<file path="src/rtl/imem_loader.sv">
// =============================================================================
// Module   : imem_loader
// Brief    : Boot-time loader that streams a checksummed byte image into the
//            instruction memory and holds the core in reset until it succeeds.
// Revision : 1.0
// =============================================================================
`default_nettype none

module imem_loader #(
    parameter int DEPTH = 32,
    parameter int AW    = 5
) (
    input  logic          clk,
    input  logic          rst,
    input  logic          in_valid,
    input  logic [7:0]    in_data,
    output logic          in_ready,
    input  logic          restart,
    output logic          wr_en,
    output logic [AW-1:0] wr_addr,
    output logic [31:0]   wr_data,
    output logic          core_rst,
    output logic          done,
    output logic          err
);

    typedef enum logic [2:0] {
        S_HDR  = 3'd0,
        S_LOAD = 3'd1,
        S_CHK  = 3'd2,
        S_DONE = 3'd3,
        S_ERR  = 3'd4
    } state_t;

    localparam logic [7:0] c_depth = 8'(DEPTH);

    state_t        r_state;
    state_t        w_state_nxt;
    logic          w_ready_st;

    logic [7:0]    r_count;
    logic [7:0]    r_wcnt;
    logic [7:0]    r_xor;
    logic [1:0]    r_bidx;
    logic [23:0]   r_shift;

    logic          r_wr_en;
    logic [AW-1:0] r_wr_addr;
    logic [31:0]   r_wr_data;
    logic          r_core_rst;
    logic          r_done;
    logic          r_err;

    logic          w_hdr_bad;
    logic          w_word_end;
    logic          w_last_word;

    assign w_hdr_bad   = (in_data == 8'd0) || (in_data > c_depth);
    assign w_word_end  = (r_bidx == 2'd3);
    assign w_last_word = ((r_wcnt + 8'd1) == r_count);

    // Inside the accepting states in_ready is 1, so in_valid alone marks a transfer.
    always_comb begin
        w_state_nxt = r_state;
        w_ready_st  = 1'b0;
        unique case (r_state)
            S_HDR: begin
                w_ready_st = 1'b1;
                if (in_valid) begin
                    w_state_nxt = w_hdr_bad ? S_ERR : S_LOAD;
                end
            end
            S_LOAD: begin
                w_ready_st = 1'b1;
                if (in_valid && w_word_end && w_last_word) begin
                    w_state_nxt = S_CHK;
                end
            end
            S_CHK: begin
                w_ready_st = 1'b1;
                if (in_valid) begin
                    w_state_nxt = (in_data == r_xor) ? S_DONE : S_ERR;
                end
            end
            S_DONE, S_ERR: begin
                if (restart) begin
                    w_state_nxt = S_HDR;
                end
            end
            default: w_state_nxt = S_HDR;
        endcase
    end

    // Masked by rst so the source sees no ready while the loader is held in reset.
    assign in_ready = w_ready_st & ~rst;

    always_ff @(posedge clk or posedge rst) begin
        if (rst) begin
            r_state <= S_HDR;
        end else begin
            r_state <= w_state_nxt;
        end
    end

    always_ff @(posedge clk or posedge rst) begin
        if (rst) begin
            r_count   <= 8'd0;
            r_wcnt    <= 8'd0;
            r_xor     <= 8'd0;
            r_bidx    <= 2'd0;
            r_shift   <= 24'd0;
            r_wr_en   <= 1'b0;
            r_wr_addr <= '0;
            r_wr_data <= 32'd0;
        end else begin
            r_wr_en <= 1'b0;
            case (r_state)
                S_HDR: begin
                    if (in_valid && !w_hdr_bad) begin
                        r_count <= in_data;
                        r_xor   <= in_data;
                        r_wcnt  <= 8'd0;
                        r_bidx  <= 2'd0;
                    end
                end
                S_LOAD: begin
                    if (in_valid) begin
                        r_xor   <= r_xor ^ in_data;
                        r_shift <= {r_shift[15:0], in_data};
                        r_bidx  <= r_bidx + 2'd1;
                        if (w_word_end) begin
                            r_wr_en   <= 1'b1;
                            r_wr_addr <= AW'(r_wcnt);
                            r_wr_data <= {r_shift, in_data};
                            r_wcnt    <= r_wcnt + 8'd1;
                        end
                    end
                end
                default: ;
            endcase
        end
    end

    // Status flags follow the next state so they are valid the cycle after the deciding edge.
    always_ff @(posedge clk or posedge rst) begin
        if (rst) begin
            r_core_rst <= 1'b1;
            r_done     <= 1'b0;
            r_err      <= 1'b0;
        end else begin
            r_core_rst <= (w_state_nxt != S_DONE);
            r_done     <= (w_state_nxt == S_DONE);
            r_err      <= (w_state_nxt == S_ERR);
        end
    end

    assign wr_en    = r_wr_en;
    assign wr_addr  = r_wr_addr;
    assign wr_data  = r_wr_data;
    assign core_rst = r_core_rst;
    assign done     = r_done;
    assign err      = r_err;

endmodule

`default_nettype wire
</file>
<file path="config.mk">
export PLATFORM = sky130hd
export DESIGN_NAME = imem_loader
export DESIGN_NICKNAME = d
export VERILOG_FILES = /design/src/rtl/imem_loader.sv
export SDC_FILE = /design/constraint.sdc
export NUM_CORES = 1
export LEC_CHECK = 0
export BUFFER_PORTS_ARGS = -buffer_cell sky130_fd_sc_hd__buf_2
export CORE_MARGIN = 3
export CORE_UTILIZATION = 52
export DETAILED_ROUTE_END_ITERATION = 12
export PLACE_DENSITY = 0.76
export SLEW_MARGIN = 20
export SYNTH_ARGS = -nofsm -noshare
export SYNTH_HDL_FRONTEND = slang
export SYNTH_SLANG_ARGS = --single-unit
</file>
<file path="constraint.sdc">
create_clock -name clk -period 2.6 [get_ports clk]
set_input_delay 0.39 -clock clk [delete_from_list [all_inputs] [get_ports clk]]
set_output_delay 0.39 -clock clk [all_outputs]
set_load 0.02 [all_outputs]
</file>
# Word-level counts from Yosys, hierarchy flattened
# Index checks and enable logic that the tools add are counted.
# op_classes
n_eq_ne	13
order_cmp	1
n_bitwise	3
addsub	2
n_mux	21
reduce_logical	15
# ops
cell	count
two-way mux 8 bit	5
case mux 8 bit (2 select lines)	2
two-way mux 3 bit	6
equality test 8 bit	2
case mux 3 bit (4 select lines)	1
equality test 3 x 2 -> 1 bit, second input constant	3
adder 8 x 1 -> 8 bit, second input constant	1
> comparator 8 x 6 -> 1 bit, second input constant	1
zero test 8 bit	1
XOR 8 bit	1
equality test 3 bit, second input constant	2
inequality test 2 bit, second input constant	3
AND reduction 3 bit	2
two-way mux 1 bit	4
two-way mux 2 bit	2
case mux 2 bit (2 select lines)	1
AND reduction 2 bit	2
AND reduction 4 bit	1
equality test 3 x 1 -> 1 bit, second input constant	1
logical AND 1 bit	3
zero test 3 bit	1
inequality test 3 x 2 -> 1 bit, second input constant	1
OR reduction 3 bit	1
adder 2 x 1 -> 2 bit, second input constant	1
other kinds (7)	7
# word_totals
regBits	94
out_inout_bits	42
inputBits	12

# Longest topological paths before layout
# Gate-level depths: netlist (run 1).
# logic_depth
word_depth	6
mapped_depth	9
ltp_nobuf	6

# Least setup slack after synthesis (run 1)
# OpenSTA, ideal clock, no wires.
# synth_path
kind	in2reg
from	input in_data[4]
to	register r_xor[3]
t_required_ps	2468
arrival_time_ps	1867
setup_ps	132
path_buffers	2
setup_slack_ps	601
cell_stages	7
path_cell_list	or4_1 or3_4 and4_4 buf_6 buf_6 nor3_2 nor3_1
# synth_via
elab_chain_len	6
# synth_rtl
element	line_no	text
from (decl)	16	input logic [7:0] in_data,
> comparator 8 x 6 -> 1 bit / zero test 8 bit (equally long branches)	58	assign w_hdr_bad = (in_data == 8'd0) || (in_data > c_depth);
logical OR 1 bit (*)	58	
zero test 1 bit (*)	119	if (in_valid && !w_hdr_bad) begin
logical AND 1 bit (*)	119	
inequality test 2 bit (no source line) (*)	-	
AND reduction 3 bit (no source line) (*)	-	
to (signal assigned)	121	r_xor <= in_data;
to (signal assigned)	128	r_xor <= r_xor ^ in_data;
to (decl)	43	logic [7:0] r_xor;
# Mark *: on every way between the ends. The rest lies on a longest branch, timed or not.
# A chain may end at the register's enable or synchronous reset.

# Worst setup path after layout (run 1)
# layout_path
from	register r_wcnt[1]
to	register r_state[0]
# layout_via
elab_chain_len	5
# layout_rtl
element	line_no	text
from (decl)	42	logic [7:0] r_wcnt;
from (signal assigned)	135	r_wcnt <= r_wcnt + 8'd1;
adder 8 x 1 -> 8 bit	60	assign w_last_word = ((r_wcnt + 8'd1) == r_count);
equality test 8 bit	60	
logical AND 1 bit	75	if (in_valid && w_word_end && w_last_word) begin
two-way mux 3 bit	75	
case mux 3 bit (4 select lines)	66	unique case (r_state)
net w_state_nxt[0]	38	state_t w_state_nxt;
to (signal assigned)	101	r_state <= w_state_nxt;
to (decl)	37	state_t r_state;
# The timed path passes the listed nets, and every way through them passes these cells.

==> results by stage, run 1 <==
Critical path:
- The endpoint of the most critical register-to-register path is r_state[0].
- The data arrival at the endpoint of the critical path is 2.41 ns.
- In this run the worst path has a maximum fanout of 7.
- The start point of the critical path is r_wcnt[1].
- The kind of start point of the critical path is a register.
- Across all register-to-register paths, the minimum setup slack is 0.41 ns.
- The worst reg2reg path startpoint is r_wcnt[1].
- The signal on the critical path passes through ha_1 > o21ba_2 > a221oi_1 > o32ai_1 > nor4_1 > o311ai_0.
- For the worst setup path, the data required time is 2.81 ns.
- The kind of capture point of the worst setup path is a register.
- The critical setup path kind is reg -> reg.
- Measured in cells, the most critical reg-to-reg path has a length of 6.
- The stage delay of the slowest cell on the critical path is 0.51 ns.
- The critical path's slowest cell is sky130_fd_sc_hd__nor4_1.
- Following the worst setup path forward leads to its endpoint at r_state[0].

Finish:
- Once layout is complete, the cells apart from fillers number 532.
- The top cell types in the final layout, fill and taps aside, are 102 x sky130_fd_sc_hd__nand2_1, 93 x sky130_fd_sc_hd__dfrtp_1, 53 x sky130_fd_sc_hd__buf_2.
- The number of antenna diodes in the final layout is 0.
- The post-route netlist has 29.33% of its cells at a drive strength greater than 1.
- The layout has 606 filler cells.
- After the last flow step, the layout net total stands at 442.
- The post-route cell area is 0.004661 mm².
- Leaving out fill and tap cells, the most frequent cell in the layout is sky130_fd_sc_hd__nand2_1.
- Relative to the synthesized area, the layout overhead comes to 13.60%.

Placement:
- In this run the cell area measured after placement is 0.004479 mm².
- The routability congestion estimate is 0.7680.
- The total half-perimeter wirelength after legalization and detailed placement is 5.686 mm.
- Including well taps, the total number of placed cells is 516.
- The number of input and output port buffers inserted is 53.

STA:
- Measured against its own limit, the worst slew margin works out to 60.68%.
- The share of the clock period used by the worst path is 84.42%.
- For the pin with the worst max-slew slack, the measured transition is 0.5816 ns.
- The clock arrives with 0.007303 ns of skew.
- Setup repair after global routing left no endpoint under its margin.
- The shortest period the worst path allows is 2.195 ns.
- The number of endpoints with negative hold slack in the final report came to 0.
- Derived from the worst setup path, the maximum achievable clock frequency is 455.6 MHz.
- Hold is met by 0.09167 ns.
- Setup violations remaining at the end of the flow were counted as 0.
- The number of pins exceeding their max-slew limit in the final report is 0.
- For the final routed database, the setup TNS stands at 0 ns.

Floorplan:
- The number of cell rows is 31.
- The core region is 0.007447 mm².
- The die outline area is 0.008992 mm².
- For this design the top-level I/O count stands at 54.
- The effective utilization at floorplan is 55.09%.
- The floorplan step set the die width to 94.83 µm.
- The y dimension of the die is 94.83 µm.

Routing:
- The ratio of routed vias to standard cells is 5.419.
- The DRC violation count after routing is 0.
- The remaining antenna violation count is 0.
- The total vias in the final route is 2883.
- The first-pass iteration count of the detailed router is 4.
- The routed design has 8.373 mm of wire.
- In this run, the number of DRC markers left after iteration 0 of detailed routing was 168.
- Dividing the detail-routed wire length by the instance count gives 15.74 µm.

Worst hold path:
- The worst hold path class is in -> async.

Clocking:
- The H-tree depth reported by CTS is 3.
- The worst-skew pair later-pin latency is 0.36 ns.
- Clock-pin slew was measured on the worst setup and hold paths at 0.09 ns.
- Counting the buffers created by CTS gives 9.
- The clock sink total is 94.
- The number of post-CTS setup repair buffers is 0.
- The root buffer cell chosen for the clock tree is sky130_fd_sc_hd__clkbuf_8.
- In this run the deepest clock path goes through 2 buffers.
- Post-CTS repair changed the size of 0 cells.
- The CTS tree is done.
- The hold buffer count at cts is 0.

Synth:
- Yosys mapped a number of flops with a built-in enable equal to 0.
- Synthesis produced a netlist with a net count of 392.
- The post-synthesis instance area is 0.004103 mm².
- The total number of yosys warnings is 0.
- The synthesis-stage register bit count is 94.
- In the synthesized netlist the async set-or-reset flop fraction comes to 100.0%.
- Synthesis produced a netlist whose cell count is 378.
- The sequential fraction of the synthesis area is 57.37%.
- For this run, the leading register cell type out of synthesis is sky130_fd_sc_hd__dfrtp_1.
- The post-synthesis cell type count is 47.
- The synthesized area divided by synthesized cell count is 10.85 µm².

GRT:
- The pin count of the biggest net entering global routing is 51.
- The number of global-route vias before repair is 2843.
- The first-pass GRT wire length is 13.99 mm.
- The initial antenna violation count came to 0.
- After global routing the overflow that remains totals 0.
- The total routing usage reported by global routing is 20.14%.

Outcome:
- The run finished with clean final reports.

Flow run:
- The number of maximum-capacitance violations is 0.

Power and ir drop:
- For this design the ratio of total power to cell area is 809.6 mW/mm².
- Summed over all cells, the static leakage comes to 2.383 nW.
- The total design power is 3.773 mW.
- The worst supply voltage drop on vdd is 0.4764 mV.
power by group:
group | total, mW | leakage (nW) | switching [mW] | internal, mW
logic | 0.809 | 1.04 | 0.418 | 0.390
registers | 2.06 | 1.26 | 0.267 | 1.80
clock network | 0.901 | 0.0894 | 0.535 | 0.365
kinds of logic (layout without fill, tap and decap cells):
group / Yosys count / after routing / share of synthesized area (%)
adder cells (fa/ha/maj): 2 / 2 / 0.6098
multiplexers: 38 / 38 / 10.40
XOR/XNOR: 19 / 19 / 4.056
buffers and inverters: 29 / 84 / 3.355
AO/OA/AOI/OAI: 41 / 41 / 6.740
AND/OR/NAND/NOR: 155 / 155 / 17.48
flip-flops: 94 / 94 / 57.37
critical path: cells and delay by family, from the launching register on:
| family | cells | cell delay, ns |
|---|---|---|
| AO/OA/AOI/OAI | 4 | 0.83 |
| AND/OR/NAND/NOR | 1 | 0.51 |
| flip-flops | 1 | 0.43 |
| adder cells (fa/ha/maj) | 1 | 0.29 |
worst min path at each step:
stage,startpoint,endpoint,cells after the start
2_1_floorplan,r_shift[16],wr_data[24],2
6_report,rst,r_count[2],2
4_1_cts,rst,wr_data[29],2
5_1_grt,rst,wr_data[29],2
3_5_place_dp,wr_data[24],wr_data[24],2
3_3_place_gp,r_shift[21],wr_data[29],2
Yosys cell counts (2+ instances only):
master | count | area [µm²]
sky130_fd_sc_hd__a21oi_1 | 10 | 50.05
sky130_fd_sc_hd__a311oi_1 | 7 | 61.31
sky130_fd_sc_hd__a31oi_1 | 4 | 25.02
sky130_fd_sc_hd__and2_1 | 3 | 18.77
sky130_fd_sc_hd__and3_1 | 3 | 18.77
sky130_fd_sc_hd__buf_1 | 5 | 18.77
sky130_fd_sc_hd__buf_2 | 5 | 25.02
sky130_fd_sc_hd__buf_6 | 3 | 33.78
sky130_fd_sc_hd__clkbuf_1 | 11 | 41.29
sky130_fd_sc_hd__dfrtp_1 | 93 | 2327
sky130_fd_sc_hd__ha_1 | 2 | 25.02
sky130_fd_sc_hd__inv_1 | 5 | 18.77
sky130_fd_sc_hd__mux2_2 | 37 | 416.7
sky130_fd_sc_hd__nand2_1 | 102 | 382.9
sky130_fd_sc_hd__nand3_1 | 7 | 35.03
sky130_fd_sc_hd__nand4_1 | 3 | 18.77
sky130_fd_sc_hd__nor2_1 | 10 | 37.54
sky130_fd_sc_hd__nor3_1 | 8 | 40.04
sky130_fd_sc_hd__nor3_2 | 3 | 30.03
sky130_fd_sc_hd__nor4_1 | 3 | 18.77
sky130_fd_sc_hd__nor4b_1 | 3 | 26.28
sky130_fd_sc_hd__o21ai_0 | 8 | 40.04
sky130_fd_sc_hd__o41ai_1 | 2 | 17.52
sky130_fd_sc_hd__xnor2_1 | 8 | 70.07
sky130_fd_sc_hd__xor2_1 | 11 | 96.34
per-layer routing:
| layer | GRT usage, % | vias up | wire [µm] | share of wire (%) |
|---|---|---|---|---|
| li1 | - | 1384 | - | - |
| met1 | 27.77 | 1432 | 3782 | 45 |
| met2 | 31.77 | 58 | 4156 | 50 |
| met3 | 3.426 | 9 | 345 | 4.1 |
| met4 | 8.173 | 0 | 89 | 1.1 |
| met5 | 0 | - | 0 | 0 |
sequential cells by signal, indices dropped and copies added (netlist names), 2 cells and up:
signal	cells
wr_addr	5
r_state	3
r_count	8
wr_data	32
r_bidx	2
r_wcnt	8
r_shift	24
r_xor	8
area by class of cell:
type / count / area (µm²) / area share [%]
sequential: 94 / 2354 / 50.50
multi-input combinational: 255 / 1627 / 34.90
timing repair buffer: 63 / 352.8 / 7.570
clock buffer: 10 / 127.6 / 2.738
tap: 99 / 123.9 / 2.658
clock inverter: 6 / 53.80 / 1.154
inverter: 5 / 22.52 / 0.4832
through the flow:
step | util, % | setup slack, ns
final | 62.58 | 0.4052
after floorplan | - | 0.6013
after global placement | 60.15 | 0.4027
after CTS | 62.58 | 0.4230
after detailed placement | 60.15 | 0.2869
after global routing | 62.58 | 0.2783
Power figures use the tool's default switching activity.
==> run 2, diff against run 1 <==
ABC_AREA = 1   (was default)
clock period = 1.9 ns   (was 2.6 ns; I/O delays follow)
==> results by stage, run 2 <==
Outcome:
- The flow ran to the end, and the final reports show no timing, DRC or antenna violations.

Clocking:
- TritonCTS built the clock tree.
- The worst-skew pair later-pin latency came to 0.37 ns (about the same).
- The CTS buffer count is 9 (unchanged).
- The H-tree depth reported by CTS is 3 (unchanged).
- The number of buffers between clock root and the deepest sink is 2 (unchanged).
- The number of post-CTS setup repair buffers is 0 (unchanged).
- The post-cts repair resize count is 0 (unchanged).
- The hold buffer count at cts came to 0 (unchanged).
- The register clock-pin slew on the reported worst setup and hold paths is 0.10 ns (about the same).
- The cell chosen for the clock root is sky130_fd_sc_hd__clkbuf_8.
- The clock sink total is 94 (unchanged).

Floorplan:
- The y dimension of the die is 95.38 µm (+0.59%).
- The number of cell rows is 31 (unchanged).
- The die outline area is 0.009097 mm² (+1.2%).
- The number of primary I/O pins is 54 (unchanged).
- The area of the core region was 0.007486 mm² (+0.52%).
- The effective utilization at floorplan was 55.49% (+0.40 points).
- The die span in x is 95.38 µm (+0.59%).

Synth:
- The synthesis-stage register bit count is 94 (unchanged).
- The post-synthesis cell type count is 27 (-43%).
- The most used flip-flop cell after synthesis is sky130_fd_sc_hd__dfrtp_1.
- The number of synthesized flops with an enable pin came to 0 (unchanged).
- The synthesized area divided by synthesized cell count was 8.495 µm² (-22%).
- Sorting the synthesized cells by how often they occur yields 171 x sky130_fd_sc_hd__nand2_1, 93 x sky130_fd_sc_hd__dfrtp_1, 70 x sky130_fd_sc_hd__o21ai_0.
- The portion of synthesized cell area occupied by the leading cell type is 56.02% (-0.70 points).
- The biggest area contributor in the post-synthesis netlist is sky130_fd_sc_hd__dfrtp_1.
- By area the synthesized netlist is led by sky130_fd_sc_hd__dfrtp_1 56%, sky130_fd_sc_hd__nand2_1 15%, sky130_fd_sc_hd__o21ai_0 8.4%.
- The share of flip-flops with an asynchronous set or reset after synthesis came to 100.0% (unchanged).
- The number of instances in the synthesized netlist came to 489 (+29%).
- The post-synthesis instance area is 0.004154 mm² (+1.3%).
- The net count after synthesis is 503 (+28%).
- The total number of yosys warnings is 0 (unchanged).
- The most common cell in the synthesized netlist is sky130_fd_sc_hd__nand2_1.
- The sequential fraction of the synthesis area is 56.66% (-0.71 points).

Routing:
- The final routed wire length divided by cell count is 13.22 µm (-16%).
- The routed wire length is 8.582 mm (+2.5%).
- The ratio of routed vias to standard cells is 5.031 (-7.2%).
- The first-pass iteration count of the detailed router is 4 (unchanged).
- The remaining antenna violation count was 0 (unchanged).
- The DRC violation count after routing was 0 (unchanged).
- The violation count after the first detailed-routing iteration was 222 (+32%).
- The total vias in the final route is 3265 (+13%).

GRT:
- The pin count of the biggest net entering global routing was 95 (+86%).
- The number of global-route vias before repair is 3016 (+6.1%).
- The remaining global-route overflow came to 0 (unchanged).
- The first-pass GRT wire length is 14.37 mm (+2.7%).
- The initial antenna violation count is 0 (unchanged).
- The total routing usage reported by global routing was 20.70% (+0.56 points).

Finish:
- The antenna diode count is 0 (unchanged).
- The filler cell count in the final layout came to 677 (+12%).
- The post-route cell area is 0.004718 mm² (+1.2%).
- The number of flip-flops in the largest register was 32 (unchanged).
- The most common cell after layout, fill and taps aside is sky130_fd_sc_hd__nand2_1.
- The layout overhead on the synthesized area came to 13.58% (about the same).
- The register area is 0.002354 mm² (unchanged).
- The area of the multi-input gates is 0.001498 mm² (-7.9%).
- The final core area utilization is 63.03% (+0.44 points).
- The number of nets in the layout is 559 (+26%).
- In the layout the commonest cells are 171 x sky130_fd_sc_hd__nand2_1, 93 x sky130_fd_sc_hd__dfrtp_1, 70 x sky130_fd_sc_hd__o21ai_0.
- The ratio of cells with drive above 1 in the final layout is 17.82% (-12 points).

Power and ir drop:
- The power per cell area is 1131 mW/mm² (+40%).
- The static leakage came to 2.469 nW (+3.6%).
- The worst supply voltage drop on vdd is 0.6087 mV (+28%).
- The total design power was 5.338 mW (+41%).

Critical path:
- The critical setup path kind is reg -> reg.
- The slack of the worst reg-to-reg path is 0.17 ns (-0.24 ns).
- STA classifies the critical path endpoint as a register.
- The path depth of the worst reg2reg path is 12 (+6).
- STA classifies the critical path startpoint as a register.
- The worst reg2reg path startpoint is r_wcnt[0].
- The highest net fanout along the worst path is 7 (unchanged).
- The data required time of the critical path came to 2.16 ns (-0.65 ns).
- The data arrival at the endpoint of the critical path is 2.00 ns (-0.41 ns).
- The worst register-to-register path ends at r_state[0].

STA:
- Setup repair after global routing left no endpoint under its margin.
- The maximum achievable frequency is 576.6 MHz (+27%).
- The shortest period the worst path allows is 1.734 ns (-0.4606 ns).
- The number of pins exceeding their max-slew limit in the final report is 0 (unchanged).
- The share of the clock period used by the worst path is 91.28% (+6.9 points).
- The smallest hold slack came to 0.1045 ns (+0.01278 ns).
- The relative max-transition margin is 67.38% (+6.7 points).
- The slew at the pin closest to its max-slew limit is 0.4882 ns (-0.09340 ns).
- The number of endpoints with negative hold slack in the final report is 0 (unchanged).
- The final setup violation count is 0 (unchanged).
- The worst setup skew after layout came to 0.008478 ns (+0.001176 ns).

Worst hold path:
- The worst hold path class is in -> async.

Placement:
- The placed standard-cell area came to 0.004534 mm² (+1.2%).
- The total half-perimeter wirelength after legalization and detailed placement came to 6.130 mm (+7.8%).
- The routability congestion estimate is 0.8951 (+17%).
- The number of input and output port buffers inserted is 53 (unchanged).

Flow run:
- The number of maximum-capacitance violations came to 0 (unchanged).
[run 2: cell count changes after synthesis, moves of 11 or more]
cell	delta
sky130_fd_sc_hd__nand3_1	+11
sky130_fd_sc_hd__mux2_2	-37
sky130_fd_sc_hd__nand2_1	+69
sky130_fd_sc_hd__inv_1	+50
sky130_fd_sc_hd__o21ai_0	+62
sky130_fd_sc_hd__nor2_1	+11
[run 2: worst max path at each step]
stage	startpoint	end	cells after the start
detailed placement	r_wcnt[0]	r_state[0]	12
finish	r_wcnt[0]	r_state[0]	12
global route	r_wcnt[1]	r_state[0]	12
floorplan	rst	in_ready	3
CTS	r_wcnt[0]	r_state[0]	12
global placement	r_wcnt[0]	r_state[0]	12
[run 2: power by group]
| part | internal, mW | total (mW) | switching (mW) | leakage [nW] |
|---|---|---|---|---|
| Combinational | 0.454 | 1.25 | 0.799 | 1.14 |
| Sequential | 2.53 | 2.84 | 0.307 | 1.24 |
| Clock | 0.520 | 1.25 | 0.729 | 0.0942 |
| Total | 3.50 | 5.34 | 1.84 | 2.47 |
[run 2: area by class of cell]
type / count / share of cell area [%]
inverter: 58 / 4.694
multi-input combinational: 321 / 31.74
tap: 99 / 2.625
clock buffer: 10 / 2.917
clock inverter: 6 / 0.9812
sequential: 94 / 49.88
timing repair buffer: 61 / 7.160
[run 2: metrics by stage]
| stage | TNS [ns] | cells | setup slack (ns) |
|---|---|---|---|
| floorplan | -0.3512 | 489 | -0.3512 |
| global placement | 0 | 633 | 0.2761 |
| detailed placement | 0 | 633 | 0.1857 |
| CTS | 0 | 649 | 0.1851 |
| global route | 0 | 649 | 0.02305 |
| finish | 0 | 649 | 0.1657 |
[run 2: cell families after synthesis]
kind of cell / count (synthesis) / synth area share [%]
muxes: 1 / 0.2410
DFF: 94 / 56.66
xor gates and xnor gates: 8 / 1.687
buffers and inverters: 74 / 7.289
AOI/OAI and AO/OA: 84 / 11.05
adders and majority gates: 2 / 0.6023
and+or+nand+nor: 226 / 22.47
[run 2: worst max-delay path, cell delays in order, from the launching register on]
cell and delay (ns):
sky130_fd_sc_hd__dfrtp_1 0.46, sky130_fd_sc_hd__ha_1 0.23, sky130_fd_sc_hd__nand2_1 0.11, sky130_fd_sc_hd__nor2_1 0.16, sky130_fd_sc_hd__nand2_1 0.09, sky130_fd_sc_hd__nand2_1 0.06, sky130_fd_sc_hd__nand2_1 0.06, sky130_fd_sc_hd__nand2_1 0.09
sky130_fd_sc_hd__inv_1 0.05, sky130_fd_sc_hd__nor2_1 0.10, sky130_fd_sc_hd__nand3_1 0.08, sky130_fd_sc_hd__nand2_1 0.07, sky130_fd_sc_hd__nand2_1 0.06
[run 2: routing by layer]
metal  global-route usage, %  share of wire (%)
met1                   29.86                 49
met2                   30.96                 45
met3                   5.288                5.1
met4                   6.398                1.4
met5                       0                  0
==> run 3, diff against run 2 <==
ABC_AREA = default   (was 1)
==> results by stage, run 3 (synthesis results as in run 1) <==
STA:
- The worst setup skew after layout is 0.01371 ns (+0.005230 ns).
- Setup repair after global routing could not meet its margin everywhere.
- The shortest period the worst path allows is 1.876 ns (+0.1415 ns).
- The share of the clock period used by the worst path is 98.73% (+7.4 points).
- The slew at the pin closest to its max-slew limit was 0.4571 ns (-0.03112 ns).
- The maximum achievable frequency is 533.1 MHz (-7.5%).
- The relative max-transition margin came to 69.46% (+2.1 points).
- The final setup violation count is 0 (unchanged).
- The final total negative setup slack is 0 ns (unchanged).
- The number of pins exceeding their max-slew limit in the final report came to 0 (unchanged).
- The number of endpoints with negative hold slack in the final report is 0 (unchanged).

Clocking:
- The cell sitting at the root of the clock tree is a sky130_fd_sc_hd__clkbuf_8.
- The H-tree depth reported by CTS is 3 (unchanged).
- The number of buffers between clock root and the deepest sink was 2 (unchanged).
- TritonCTS built the clock tree.
- The CTS buffer count is 9 (unchanged).
- The worst-skew pair later-pin latency is 0.37 ns (about the same).
- The register clock-pin slew on the reported worst setup and hold paths came to 0.10 ns (about the same).
- The clock sink total is 94 (unchanged).

Power and ir drop:
- The power per cell area came to 1073 mW/mm² (-5.2%).
- The fraction of power spent switching nets is 32.68% (-1.7 points).
- The register share of total power came to 53.4% (+0.3 points).
- The worst supply voltage drop on vdd is 0.6384 mV (+4.9%).
- The fraction of power consumed by combinational cells is 22.3% (-1.2 points).
- The total net switching power was 1.719 mW (-6.3%).
- The clock share of power was 24.3% (+0.9 points).
- The static leakage came to 2.506 nW (+1.5%).
- The cell internal power dissipation came to 3.540 mW (+1.1%).

Critical path:
- The data required time of the critical path was 2.14 ns (-0.02 ns).
- STA classifies the critical path endpoint as a register.
- Walking the worst path, the cells encountered are ha_4 > buf_6 > nand3b_1 > a221oi_2 > o32ai_2 > nor4_2 > buf_4 > o311ai_2.
- The critical setup path kind is reg -> reg.
- The stage delay of the slowest cell on the critical path was 0.41 ns (-0.05 ns).
- The slowest stage of the critical path is the sky130_fd_sc_hd__dfrtp_1 cell.
- The data arrival at the endpoint of the critical path is 2.12 ns (+0.12 ns).
- The highest net fanout along the worst path is 4 (-3).
- STA classifies the critical path startpoint as a register.

GRT:
- The first-pass GRT wire length is 14.20 mm (-1.2%).
- The remaining global-route overflow is 0 (unchanged).
- The total routing usage reported by global routing was 20.58% (-0.12 points).
- The initial antenna violation count is 0 (unchanged).
- The layer with the highest usage after global routing is met2.
- The pin count of the biggest net entering global routing is 36 (-62%).
- The met1 usage came to 27.62% (-2.2 points).
- The met3 usage was 4.143% (-1.1 points).
- The met2 global-route usage is 32.12% (+1.2 points).
- The number of global-route vias before repair is 2927 (-3.0%).

Routing:
- The DRC violation count after routing is 0 (unchanged).
- The first-pass iteration count of the detailed router is 4 (unchanged).
- The remaining antenna violation count came to 0 (unchanged).
- The routed wire length came to 8.602 mm (+0.23%).
- The total vias in the final route is 3067 (-6.1%).
- The violation count after the first detailed-routing iteration is 185 (-17%).
- The ratio of routed vias to standard cells is 5.556 (+10%).
- The final routed wire length divided by cell count came to 15.58 µm (+18%).

Finish:
- The area of the multi-input gates is 0.001693 mm² (+13%).
- The register area is 0.002355 mm² (about the same).
- The library cells used most frequently in the layout, excluding fill and tap cells, are 102 x sky130_fd_sc_hd__nand2_1, 92 x sky130_fd_sc_hd__dfrtp_1, 53 x sky130_fd_sc_hd__buf_2.
- The antenna diode count was 0 (unchanged).
- The filler cell count in the final layout is 609 (-10%).
- The layout overhead on the synthesized area is 19.49%.
- The final core area utilization is 65.83% (+2.8 points).
- The post-route cell area is 0.004902 mm² (+3.9%).
- The ratio of cells with drive above 1 in the final layout is 34.88% (+17 points).
- The number of flip-flops in the largest register is 32 (unchanged).
- The most common cell after layout, fill and taps aside is sky130_fd_sc_hd__nand2_1.
- The number of nets in the layout came to 462 (-17%).

Placement:
- The number of input and output port buffers inserted is 53 (unchanged).
- The routability congestion estimate was 0.8354 (-6.7%).
- The total half-perimeter wirelength after legalization and detailed placement is 6.018 mm (-1.8%).
- The placed standard-cell area is 0.004627 mm² (+2.0%).

Floorplan:
- The die outline area came to 0.008992 mm² (-1.2%).
- The area of the core region is 0.007447 mm² (-0.52%).
- The effective utilization at floorplan came to 55.09% (-0.40 points).
- The number of primary I/O pins is 54 (unchanged).
- The die span in x came to 94.83 µm (-0.58%).
- The number of cell rows is 31 (unchanged).
- The y dimension of the die is 94.83 µm (-0.58%).

Flow run:
- The number of maximum-capacitance violations is 0 (unchanged).

Worst hold path:
- The path class of the tightest hold or removal check is in -> reg.

Outcome:
- The run finished with clean final reports.
run 3: worst max-delay path, delay by kind of cell, from the launching register on:
kind | cells | cell delay (ns)
buffers and inverters | 2 | 0.26
AOI/OAI and AO/OA | 3 | 0.50
DFF | 1 | 0.41
and+or+nand+nor | 2 | 0.39
adders and majority gates | 1 | 0.18
run 3: worst paths after layout:
check	slack, ns	to	cells past startpoint	startpoint
max in group asynchronous	0.88	r_wcnt[2]	4	rst
min in group asynchronous	0.48	r_wcnt[5]	3	rst
worst min-delay path	0.14	r_state[2]	2	restart
worst max register to register	0.02	r_state[0]	8	r_wcnt[1]
worst min register to register	0.47	wr_data[30]	2	wr_data[30]
worst max-delay path	0.02	r_state[0]	8	r_wcnt[1]
run 3: final cells by class:
class | count | share of cell area [%]
clock buffers | 9 | 2.527
inverters | 5 | 0.4594
well taps | 99 | 2.527
clock inverters | 7 | 1.276
multi-input cells | 255 | 34.53
flip-flops and latches | 94 | 48.03
repair buffers | 83 | 10.64
run 3: what timing repair did:
action                                  CTS  global route
pin swaps                                 1             5
endpoints found under the setup margin    2             3
endpoints found under the hold margin    15             0
buffers inserted                          0             1
resized for setup                         3            11
hold buffers                              1             0
cloned                                    0             0
run 3: per-layer routing:
layer | up-vias | wire, µm
met4 | 0 | 150
met2 | 104 | 4283
li1 | 1437 | -
met1 | 1512 | 3700
met3 | 14 | 468
met5 | - | 0
run 3: metrics by stage:
step	setup WS (ns)	std cells	hold WS, ns	total power [mW]
after floorplan	0.006277	378	0.3690	3.568
after global placement	-0.07046	534	0.3345	3.909
after detailed placement	-0.1327	534	0.3393	3.976
after CTS	0.02246	551	0.1305	5.253
after global routing	-0.1061	552	0.1340	5.548
final	0.02421	552	0.1383	5.258
run 3: power groups by stage:
stage	clock network, mW	registers [mW]	logic, mW
floorplan	0	2.89	0.683
global placement	0	2.82	1.09
detailed placement	0	2.83	1.14
CTS	1.30	2.80	1.16
global route	1.38	2.87	1.29
finish	1.28	2.81	1.17
